## config.mk

```make
export PLATFORM = sky130hd
export DESIGN_NAME = match_collector
export DESIGN_NICKNAME = d
export VERILOG_FILES = /design/src/rtl/string_match_pkg.sv /design/src/rtl/match_fifo.sv /design/src/rtl/match_collector.sv
export SDC_FILE = /design/constraint.sdc
export NUM_CORES = 1
export LEC_CHECK = 0
export CORE_MARGIN = 1
export CORE_UTILIZATION = 50
export DETAILED_ROUTE_END_ITERATION = 8
export PLACE_DENSITY = 0.72
export SLEW_MARGIN = 10
export SYNTH_ARGS = -nofsm -noshare
export SYNTH_HDL_FRONTEND = slang
export SYNTH_HIERARCHICAL = 1
export SYNTH_SLANG_ARGS = --single-unit
```

## constraint.sdc

```tcl
create_clock -name clk -period 4.56 [get_ports clk]
set_clock_uncertainty 0.1 [all_clocks]
set_input_delay 1.368 -clock clk [delete_from_list [all_inputs] [get_ports clk]]
set_output_delay 1.368 -clock clk [all_outputs]
set_load 0.01 [all_outputs]
```

## src/rtl/string_match_pkg.sv

```systemverilog
// Shared definitions for the string-matching datapath: collector FSM states,
// default array geometry and the PE ALU opcode encodings.
package string_match_pkg;

  localparam int NUM_PE_DEF = 8;
  localparam int POS_W_DEF  = 16;

  typedef enum logic [1:0] {
    ST_IDLE  = 2'd0,
    ST_RUN   = 2'd1,
    ST_DRAIN = 2'd2
  } coll_state_e;

  // Per-PE compare operation selected by the controller.
  typedef enum logic [2:0] {
    ALU_NOP  = 3'd0,
    ALU_EQ   = 3'd1,
    ALU_NE   = 3'd2,
    ALU_WILD = 3'd3,
    ALU_LT   = 3'd4,
    ALU_GT   = 3'd5
  } ALU_op_e;

endpackage

```

## src/rtl/match_fifo.sv

```systemverilog
// Synchronous position FIFO with flush; a push into a full FIFO succeeds only
// when a pop happens in the same cycle.
module match_fifo #(
  parameter int WIDTH = 16,
  parameter int DEPTH = 4
) (
  input  logic             clk_i,
  input  logic             rst_ni,
  input  logic             flush_i,
  input  logic             push_i,
  input  logic             pop_i,
  input  logic [WIDTH-1:0] data_i,
  output logic [WIDTH-1:0] data_o,
  output logic             full_o,
  output logic             empty_o
);

  localparam int AW = $clog2(DEPTH);

  logic [AW:0]      wr_q, wr_d;
  logic [AW:0]      rd_q, rd_d;
  logic [WIDTH-1:0] mem_q [DEPTH];
  logic             do_push;
  logic             do_pop;

  assign empty_o = (wr_q == rd_q);
  assign full_o  = (wr_q[AW] != rd_q[AW]) && (wr_q[AW-1:0] == rd_q[AW-1:0]);
  assign do_pop  = pop_i && !empty_o;
  assign do_push = push_i && (!full_o || do_pop);
  assign data_o  = mem_q[rd_q[AW-1:0]];

  always_comb begin
    wr_d = wr_q;
    rd_d = rd_q;
    if (flush_i) begin
      wr_d = '0;
      rd_d = '0;
    end else begin
      if (do_push) wr_d = wr_q + 1'b1;
      if (do_pop)  rd_d = rd_q + 1'b1;
    end
  end

  always_ff @(posedge clk_i or negedge rst_ni) begin
    if (!rst_ni) begin
      wr_q <= '0;
      rd_q <= '0;
    end else begin
      wr_q <= wr_d;
      rd_q <= rd_d;
    end
  end

  // Storage carries data only, so it is left out of reset.
  always_ff @(posedge clk_i) begin
    if (do_push && !flush_i) mem_q[wr_q[AW-1:0]] <= data_i;
  end

endmodule

```

## src/rtl/match_collector.sv

```systemverilog
// Collects full-window matches from the PE array and queues their start
// positions. Optional match counter: define MATCH_COLLECTOR_COUNT_EN.
module match_collector
  import string_match_pkg::*;
#(
  parameter int NUM_PE     = NUM_PE_DEF,
  parameter int POS_W      = POS_W_DEF,
  parameter int FIFO_DEPTH = 4
) (
  input  logic                        clk,
  input  logic                        reset,
  input  logic                        start,
  input  logic [$clog2(NUM_PE+1)-1:0] pat_len,
  input  logic                        in_valid,
  input  logic                        in_last,
  input  logic [NUM_PE-1:0]           pe_match,
  output logic                        match_valid,
  input  logic                        match_ready,
  output logic [POS_W-1:0]            match_pos,
  output logic [POS_W-1:0]            match_count,
  output logic                        overflow,
  output logic                        busy,
  output logic                        done
);

  localparam int                LEN_W   = $clog2(NUM_PE+1);
  localparam logic [LEN_W-1:0]  MAX_LEN = LEN_W'(NUM_PE);

  coll_state_e      state_q, state_d;
  logic [LEN_W-1:0] plen_q, plen_d;
  logic [POS_W-1:0] pos_q, pos_d;
  logic             ovf_q, ovf_d;

  logic [NUM_PE-1:0] len_mask;
  logic [POS_W-1:0]  plen_ext;
  logic [POS_W-1:0]  start_pos;
  logic              accept;
  logic              window_all;
  logic              hit;
  logic              pop;
  logic              drop;
  logic              fifo_full;
  logic              fifo_empty;
  logic [POS_W-1:0]  fifo_head;

  assign accept = (state_q == ST_RUN) && in_valid && !start;

  always_comb begin
    len_mask = '0;
    for (int k = 0; k < NUM_PE; k++) begin
      len_mask[k] = (LEN_W'(k) < plen_q);
    end
  end

  // Bits beyond the pattern length are forced true before the AND-reduce.
  assign window_all = &(pe_match | ~len_mask);
  assign plen_ext   = POS_W'(plen_q);
  assign start_pos  = pos_q - plen_ext + POS_W'(1);
  assign hit        = accept && (plen_q != '0) && window_all &&
                      (pos_q >= plen_ext - POS_W'(1));

  assign pop  = match_valid && match_ready;
  assign drop = hit && fifo_full && !pop;

  match_fifo #(
    .WIDTH (POS_W),
    .DEPTH (FIFO_DEPTH)
  ) u_fifo (
    .clk_i   (clk),
    .rst_ni  (reset),
    .flush_i (start),
    .push_i  (hit),
    .pop_i   (pop),
    .data_i  (start_pos),
    .data_o  (fifo_head),
    .full_o  (fifo_full),
    .empty_o (fifo_empty)
  );

  assign match_valid = !fifo_empty;
  assign match_pos   = fifo_empty ? '0 : fifo_head;
  assign overflow    = ovf_q;
  assign busy        = (state_q != ST_IDLE);

  always_comb begin
    state_d = state_q;
    done    = 1'b0;
    unique case (state_q)
      ST_IDLE: ;
      ST_RUN: begin
        if (accept && in_last) state_d = ST_DRAIN;
      end
      ST_DRAIN: begin
        if (fifo_empty) begin
          state_d = ST_IDLE;
          done    = 1'b1;
        end
      end
      default: state_d = ST_IDLE;
    endcase
    if (start) begin
      state_d = ST_RUN;
      done    = 1'b0;
    end
  end

  always_comb begin
    plen_d = plen_q;
    pos_d  = pos_q;
    ovf_d  = ovf_q;
    if (start) begin
      plen_d = (pat_len > MAX_LEN) ? MAX_LEN : pat_len;
      pos_d  = '0;
      ovf_d  = 1'b0;
    end else begin
      if (accept) pos_d = pos_q + POS_W'(1);
      if (drop)   ovf_d = 1'b1;
    end
  end

  always_ff @(posedge clk or negedge reset) begin
    if (!reset) begin
      state_q <= ST_IDLE;
      plen_q  <= '0;
      pos_q   <= '0;
      ovf_q   <= 1'b0;
    end else begin
      state_q <= state_d;
      plen_q  <= plen_d;
      pos_q   <= pos_d;
      ovf_q   <= ovf_d;
    end
  end

`ifdef MATCH_COLLECTOR_COUNT_EN
  logic [POS_W-1:0] count_q, count_d;

  // Counts every hit, including ones dropped on a full FIFO; saturates.
  always_comb begin
    count_d = count_q;
    if (start)                        count_d = '0;
    else if (hit && (count_q != '1)) count_d = count_q + POS_W'(1);
  end

  always_ff @(posedge clk or negedge reset) begin
    if (!reset) count_q <= '0;
    else        count_q <= count_d;
  end

  assign match_count = count_q;
`else
  assign match_count = '0;
`endif

endmodule
```

==> results of run 1 <==
[flip-flops by register name, indices dropped and copies added, names as in the netlist]
signal / flops
overflow: 1
u_fifo/rd_q: 3
plen_q: 4
u_fifo/mem_q: 64
pos_q: 16
state_q: 2
u_fifo/wr_q: 3
[per-stage QoR]
step	instances	worst slack [ns]
finish	664	0.3286
global route	664	0.2737
CTS	664	0.2925
detailed placement	648	0.3198
global placement	648	0.3048
floorplan	491	1.064
[layer usage]
| metal | GRT usage (%) | vias up | part of all wire, % |
|---|---|---|---|
| li1 | - | 1774 | - |
| met1 | 26.01 | 1744 | 47 |
| met2 | 31.85 | 64 | 50 |
| met3 | 2.954 | 4 | 3.0 |
| met4 | 4.795 | 0 | 0.69 |
| met5 | 0 | - | 0 |
[final cells by class]
type                    count  area (sq um)
repair buffers             47         445.4
fillers                   883          4584
multi-input cells         338          2715
flip-flops and latches     93          2648
inverters                  30         112.6
clock inverters             7         83.83
clock buffers               9         123.9
well taps                 140         175.2
[cell usage in the layout, fill, tap and decap left out, types with 16 or more instances in the layout]
master / synthesis / final
sky130_fd_sc_hd__a21oi_1: 22 / 22
sky130_fd_sc_hd__ha_1: 53 / 53
sky130_fd_sc_hd__inv_1: 30 / 30
sky130_fd_sc_hd__clkdlybuf4s50_1: 0 / 37
sky130_fd_sc_hd__nand2_1: 28 / 28
sky130_fd_sc_hd__nor2b_1: 25 / 25
sky130_fd_sc_hd__conb_1: 1 / 16
sky130_fd_sc_hd__xnor2_1: 20 / 20
sky130_fd_sc_hd__edfxtp_1: 64 / 64
sky130_fd_sc_hd__dfrtp_1: 29 / 29
sky130_fd_sc_hd__nor2_1: 38 / 38
[critical path, cell delays in order]
cell                              delay, ns
sky130_fd_sc_hd__clkdlybuf4s50_1       0.45
sky130_fd_sc_hd__nor4b_1               0.34
sky130_fd_sc_hd__clkdlybuf4s50_1       0.60
[where the power goes]
group	switching, mW	internal [mW]
registers	0.00837	0.933
logic	0.113	0.0747
clock network	0.331	0.222
[logic make-up (layout without fill, tap and decap cells)]
family                   count (synthesis)  in the layout  share of synthesized area [%]
AO/OA/AOI/OAI                           79             79                          9.346
XOR/XNOR                                28             28                          5.162
multiplexers                            23             23                          7.855
AND/OR/NAND/NOR                        138            138                          12.71
other                                    1             16                        0.06669
flip-flops                              93             93                          47.09
adder cells (fa/ha/maj)                 54             54                          12.15
buffers and inverters                   60             93                          5.630
[final timing paths]
check                                     end      start  slack (ns)  cells past startpoint
setup / recovery                         done      start        0.33                      3
hold / removal                       overflow   overflow        0.40                      2
setup reg to reg           u_fifo/mem_q[1][4]  plen_q[1]        1.00                     13
hold reg to reg                      overflow   overflow        0.40                      2
max in group asynchronous            pos_q[1]      reset        2.79                      2
min in group asynchronous      u_fifo/rd_q[2]      reset        1.27                      2
==> impl_metrics.env, run 1 <==
export IMPL_run_status="complete, no violations"
export IMPL_area_growth_synth_to_final_pct=12.11
export IMPL_post_synthesis_instance_area_sq_um=5623
export IMPL_worst_endpoint_required_ns=3.09
export IMPL_first_pass_grt_wire_length_um=17150
export IMPL_final_core_util_pct=57.89
export IMPL_grt_setup_unrepaired="false"
export IMPL_detailedPlacementHpwl_um=7535
export IMPL_tritoncts_clock_tree="done"
export IMPL_synth_top_area_cell="sky130_fd_sc_hd__edfxtp_1"
export IMPL_drc_errors=0
export IMPL_critical_path_endpoint_type="primary output"
export IMPL_clock_sinks=93
export IMPL_vias_per_cell=5.401
export IMPL_max_cap_violations=0
export IMPL_worstMarginPinSlew_ns=0.7860
export IMPL_finalWirelength_um=10400
export IMPL_stdcell_area_sq_um=6304
export IMPL_power_leakage_nw=2.556
export IMPL_cts_resized=0
export IMPL_synth_most_common_cell="sky130_fd_sc_hd__edfxtp_1"
export IMPL_final_layout_size_suffix_gt1_share_pct=10.11
export IMPL_cellPowerDensity_nw_per_um2=266.7
export IMPL_placeableCoreArea_sq_um=10890
export IMPL_min_delay_path_class="reg2reg"
export IMPL_post_route_period_util_pct=92.79
export IMPL_ys_async_sr_fraction_pct=31.18
export IMPL_gp_routability_congestion=0.8490
export IMPL_critical_path_arrival_ns=2.76
export IMPL_cts_root_buf="sky130_fd_sc_hd__clkbuf_8"
export IMPL_rows=38
export IMPL_cts_buffers=9
export IMPL_io_pins=54
export IMPL_max_clock_path_buffers=2
export IMPL_port_buffers=37
export IMPL_critPathLaunchType="primary input"
export IMPL_p_total_mw=1.681
export IMPL_antenna_violations_before_repair=0
export IMPL_wl_per_cell_um=15.67
export IMPL_ys_top_cells_by_count="sky130_fd_sc_hd__edfxtp_1, sky130_fd_sc_hd__ha_1, sky130_fd_sc_hd__nor2_1"
export IMPL_ir_worst_vdd_mv=0.2146
export IMPL_finalHoldViolCount=0
export IMPL_fin_setup_tns_ns=0
export IMPL_synthCells=476
export IMPL_distinct_cell_type_count_of_the_synthesized_netlist=62
export IMPL_h_tree_depth=3
export IMPL_cts_clk_slew_worst_paths_ns=0.10
export IMPL_floorplan_die_height_um=108.0
export IMPL_first_global_vias=3535
export IMPL_fmax_ghz=0.2363
export IMPL_postCtsSetupRepairBufs=0
export IMPL_synth_top_area_share_pct=34.18
export IMPL_diodes=0
export IMPL_overflow_after_grt=0
export IMPL_ant_nets=0
export IMPL_detail_route_first_pass_iterations=4
export IMPL_critical_path_peak_fanout=2
export IMPL_synth_edff_count=64
export IMPL_fp_dieArea_sq_um=11670
export IMPL_synth_seq_area_share_pct=47.09
export IMPL_final_hold_worst_slack_ns=0.4035
export IMPL_synth_yosys_warnings=6
export IMPL_period_minus_slack_ns=4.231
export IMPL_avgSynthCellArea_sq_um=11.81
export IMPL_largest_cells_by_area_after_synthesis="sky130_fd_sc_hd__edfxtp_1, sky130_fd_sc_hd__dfrtp_1, sky130_fd_sc_hd__ha_1, sky130_fd_sc_hd__mux4_2, sky130_fd_sc_hd__xnor2_1"
export IMPL_crit_type="in2out"
export IMPL_timing_final_max_slew_violations=0
export IMPL_grt_max_degree=44
export IMPL_cts_hold_fix_bufs=0
export IMPL_ys_ff_latch=93
export IMPL_worst_skew_late_latency_ns=0.37
export IMPL_die_width_um=108.0
export IMPL_place_area_sq_um=6096
export IMPL_timing_slew_headroom_pct=46.93
export IMPL_detailroute_via_count=3586
export IMPL_floorplan_initialDensity_pct=51.64
export IMPL_postSynth_topFlopCell="sky130_fd_sc_hd__edfxtp_1"
export IMPL_final_setup_violating_endpoints=0
export IMPL_drt_iter0_markers=289
export IMPL_num_nets_final=591
export IMPL_globalRouteTotalUtil_pct=19.08
Note: power is estimated with default switching activity, not from simulation.
==> inputs of run 2 (changes only) <==
==> constraint.sdc (replaced) <==
create_clock -name clk -period 5.3 [get_ports clk]
set_clock_uncertainty 0.1 [all_clocks]
set_input_delay 1.59 -clock clk [delete_from_list [all_inputs] [get_ports clk]]
set_output_delay 1.59 -clock clk [all_outputs]
set_load 0.01 [all_outputs]
==> run 2 against run 1 <==
Compared with the run above:
- clock power decreased by 6.0%
- final area is essentially flat
- setup slack better by 0.31 ns
- first-iteration DRC count shrank 48%
- power down 11%
- sequential power shrank 14%
- die area is the same
==> impl_metrics.env, run 2 (synthesis results as in run 1) <==
export IMPL_floorplan_initialDensity_pct=51.64
export IMPL_post_route_period_util_pct=87.91
export IMPL_floorplan_die_height_um=108.0
export IMPL_ir_worst_vdd_mv=0.1084
export IMPL_power_leakage_nw=2.558
export IMPL_crit_type="in2out"
export IMPL_cts_resized=0
export IMPL_cts_buffers=9
export IMPL_hold_end="overflow"
export IMPL_nFillCells=900
export IMPL_placeableCoreArea_sq_um=10890
export IMPL_fmax_ghz=0.2146
export IMPL_post_layout_nonfiller_instances=663
export IMPL_r2r_endpoint="u_fifo/mem_q[3][11]"
export IMPL_cellPowerDensity_nw_per_um2=235.9
export IMPL_clock_sinks=93
export IMPL_worst_skew_late_latency_ns=0.36
export IMPL_final_hold_worst_slack_ns=0.4079
export IMPL_top_layer="met4"
export IMPL_overflow_after_grt=0
export IMPL_die_width_um=108.0
export IMPL_io_pins=54
export IMPL_area_growth_synth_to_final_pct=12.17
export IMPL_largest_reg_flops=64
export IMPL_detail_route_first_pass_iterations=4
export IMPL_first_pass_grt_wire_length_um=17080
export IMPL_final_cell_mix="sky130_fd_sc_hd__edfxtp_1, sky130_fd_sc_hd__ha_1, sky130_fd_sc_hd__nor2_1, sky130_fd_sc_hd__clkdlybuf4s50_1, sky130_fd_sc_hd__inv_1"
export IMPL_rows=38
export IMPL_final_common_cell="sky130_fd_sc_hd__edfxtp_1"
export IMPL_postCtsSetupRepairBufs=0
export IMPL_max_clock_path_buffers=2
export IMPL_h_tree_depth=3
export IMPL_vias_per_cell=5.376
export IMPL_max_cap_violations=0
export IMPL_final_setup_violating_endpoints=0
export IMPL_timing_slew_headroom_pct=43.47
export IMPL_wl_per_cell_um=15.45
export IMPL_worst_r2r_cell_count=11
export IMPL_min_delay_path_class="reg2reg"
export IMPL_critical_path_endpoint_type="primary output"
export IMPL_antenna_violations_before_repair=0
export IMPL_port_buffers=37
export IMPL_holdPathStages=2
export IMPL_ant_nets=0
export IMPL_final_layout_size_suffix_gt1_share_pct=9.751
export IMPL_finalHoldViolCount=0
export IMPL_fin_setup_tns_ns=0
export IMPL_critical_path_arrival_ns=2.97
export IMPL_gp_routability_congestion=0.8721
export IMPL_wirelength_met1_um=4891
export IMPL_tritoncts_clock_tree="done"
export IMPL_final_core_util_pct=57.93
export IMPL_drt_iter0_markers=149
export IMPL_detailedPlacementHpwl_um=7589
export IMPL_diodes=0
export IMPL_critical_path_reg2reg_startpoint="pos_q[1]"
export IMPL_placedCellCount=647
export IMPL_cts_hold_fix_bufs=0
export IMPL_period_minus_slack_ns=4.659
export IMPL_r2r_setup_slack_ns=1.71
export IMPL_worstMarginPinSlew_ns=0.8373
export IMPL_detailroute_via_count=3564
export IMPL_critPathLaunchType="primary input"
export IMPL_worst_endpoint_required_ns=3.61
export IMPL_timing_final_max_slew_violations=0
export IMPL_first_global_vias=3510
export IMPL_globalRouteTotalUtil_pct=19.00
export IMPL_p_total_mw=1.488
export IMPL_cts_clk_slew_worst_paths_ns=0.09
export IMPL_detailroute_wirelength_met3_um=347
export IMPL_grt_max_degree=44
export IMPL_finalWirelength_um=10250
export IMPL_drc_errors=0
export IMPL_grt_setup_unrepaired="false"
export IMPL_critical_path_peak_fanout=2
export IMPL_cts_root_buf="sky130_fd_sc_hd__clkbuf_8"
export IMPL_num_nets_final=590
export IMPL_min_delay_start="overflow"
export IMPL_met2_wirelength_um=4876
export IMPL_run_status="complete, no violations"
export IMPL_fp_dieArea_sq_um=11670
run 2: cell count changes in the layout (fill, tap and decap cells not counted), sizes merged:
cell	change
inv	-2
buf	-1
bufinv	+2
run 2: through the flow:
stage          instance area (sq um)  worst slack (ns)
6_report                        6307            0.6410
5_1_grt                         6307            0.5652
4_1_cts                         6307            0.6074
3_5_place_dp                    6088            0.6347
3_3_place_gp                    6088            0.6056
2_1_floorplan                   5679             1.360
run 2: final cells by class:
type	count	area (sq um)	area share (%)
repair buffers	46	437.9	6.943
clock buffers	9	123.9	1.964
well taps	140	175.2	2.777
inverters	30	112.6	1.785
flip-flops and latches	93	2648	41.98
clock inverters	7	95.09	1.508
multi-input cells	338	2715	43.05
run 2: how the worst max path moves through the flow:
| stage | start | to | slack [ns] | cells after the start |
|---|---|---|---|---|
| 5_1_grt | start | done | 0.57 | 3 |
| 3_3_place_gp | start | done | 0.61 | 3 |
| 2_1_floorplan | start | done | 1.36 | 2 |
| 3_5_place_dp | start | done | 0.63 | 3 |
| 4_1_cts | start | done | 0.61 | 3 |
| 6_report | start | done | 0.64 | 3 |
run 2: power by group:
group          internal, mW  switching [mW]  total (mW)  leakage [nW]
Combinational        0.0632          0.0964       0.160          1.48
Clock                 0.268           0.251       0.519         0.112
Sequential            0.803         0.00666       0.809         0.967
Total                  1.13           0.354        1.49          2.56
run 2: layer usage:
layer | vias up | track usage (%)
li1 | 1770 | -
met1 | 1721 | 26.22
met2 | 63 | 31.12
met3 | 10 | 2.712
met4 | 0 | 5.675
met5 | - | 0
run 2: critical path: stages:
cell and delay [ns]:
sky130_fd_sc_hd__clkdlybuf4s50_1 0.45, sky130_fd_sc_hd__nor4b_1 0.33, sky130_fd_sc_hd__clkdlybuf4s50_1 0.60
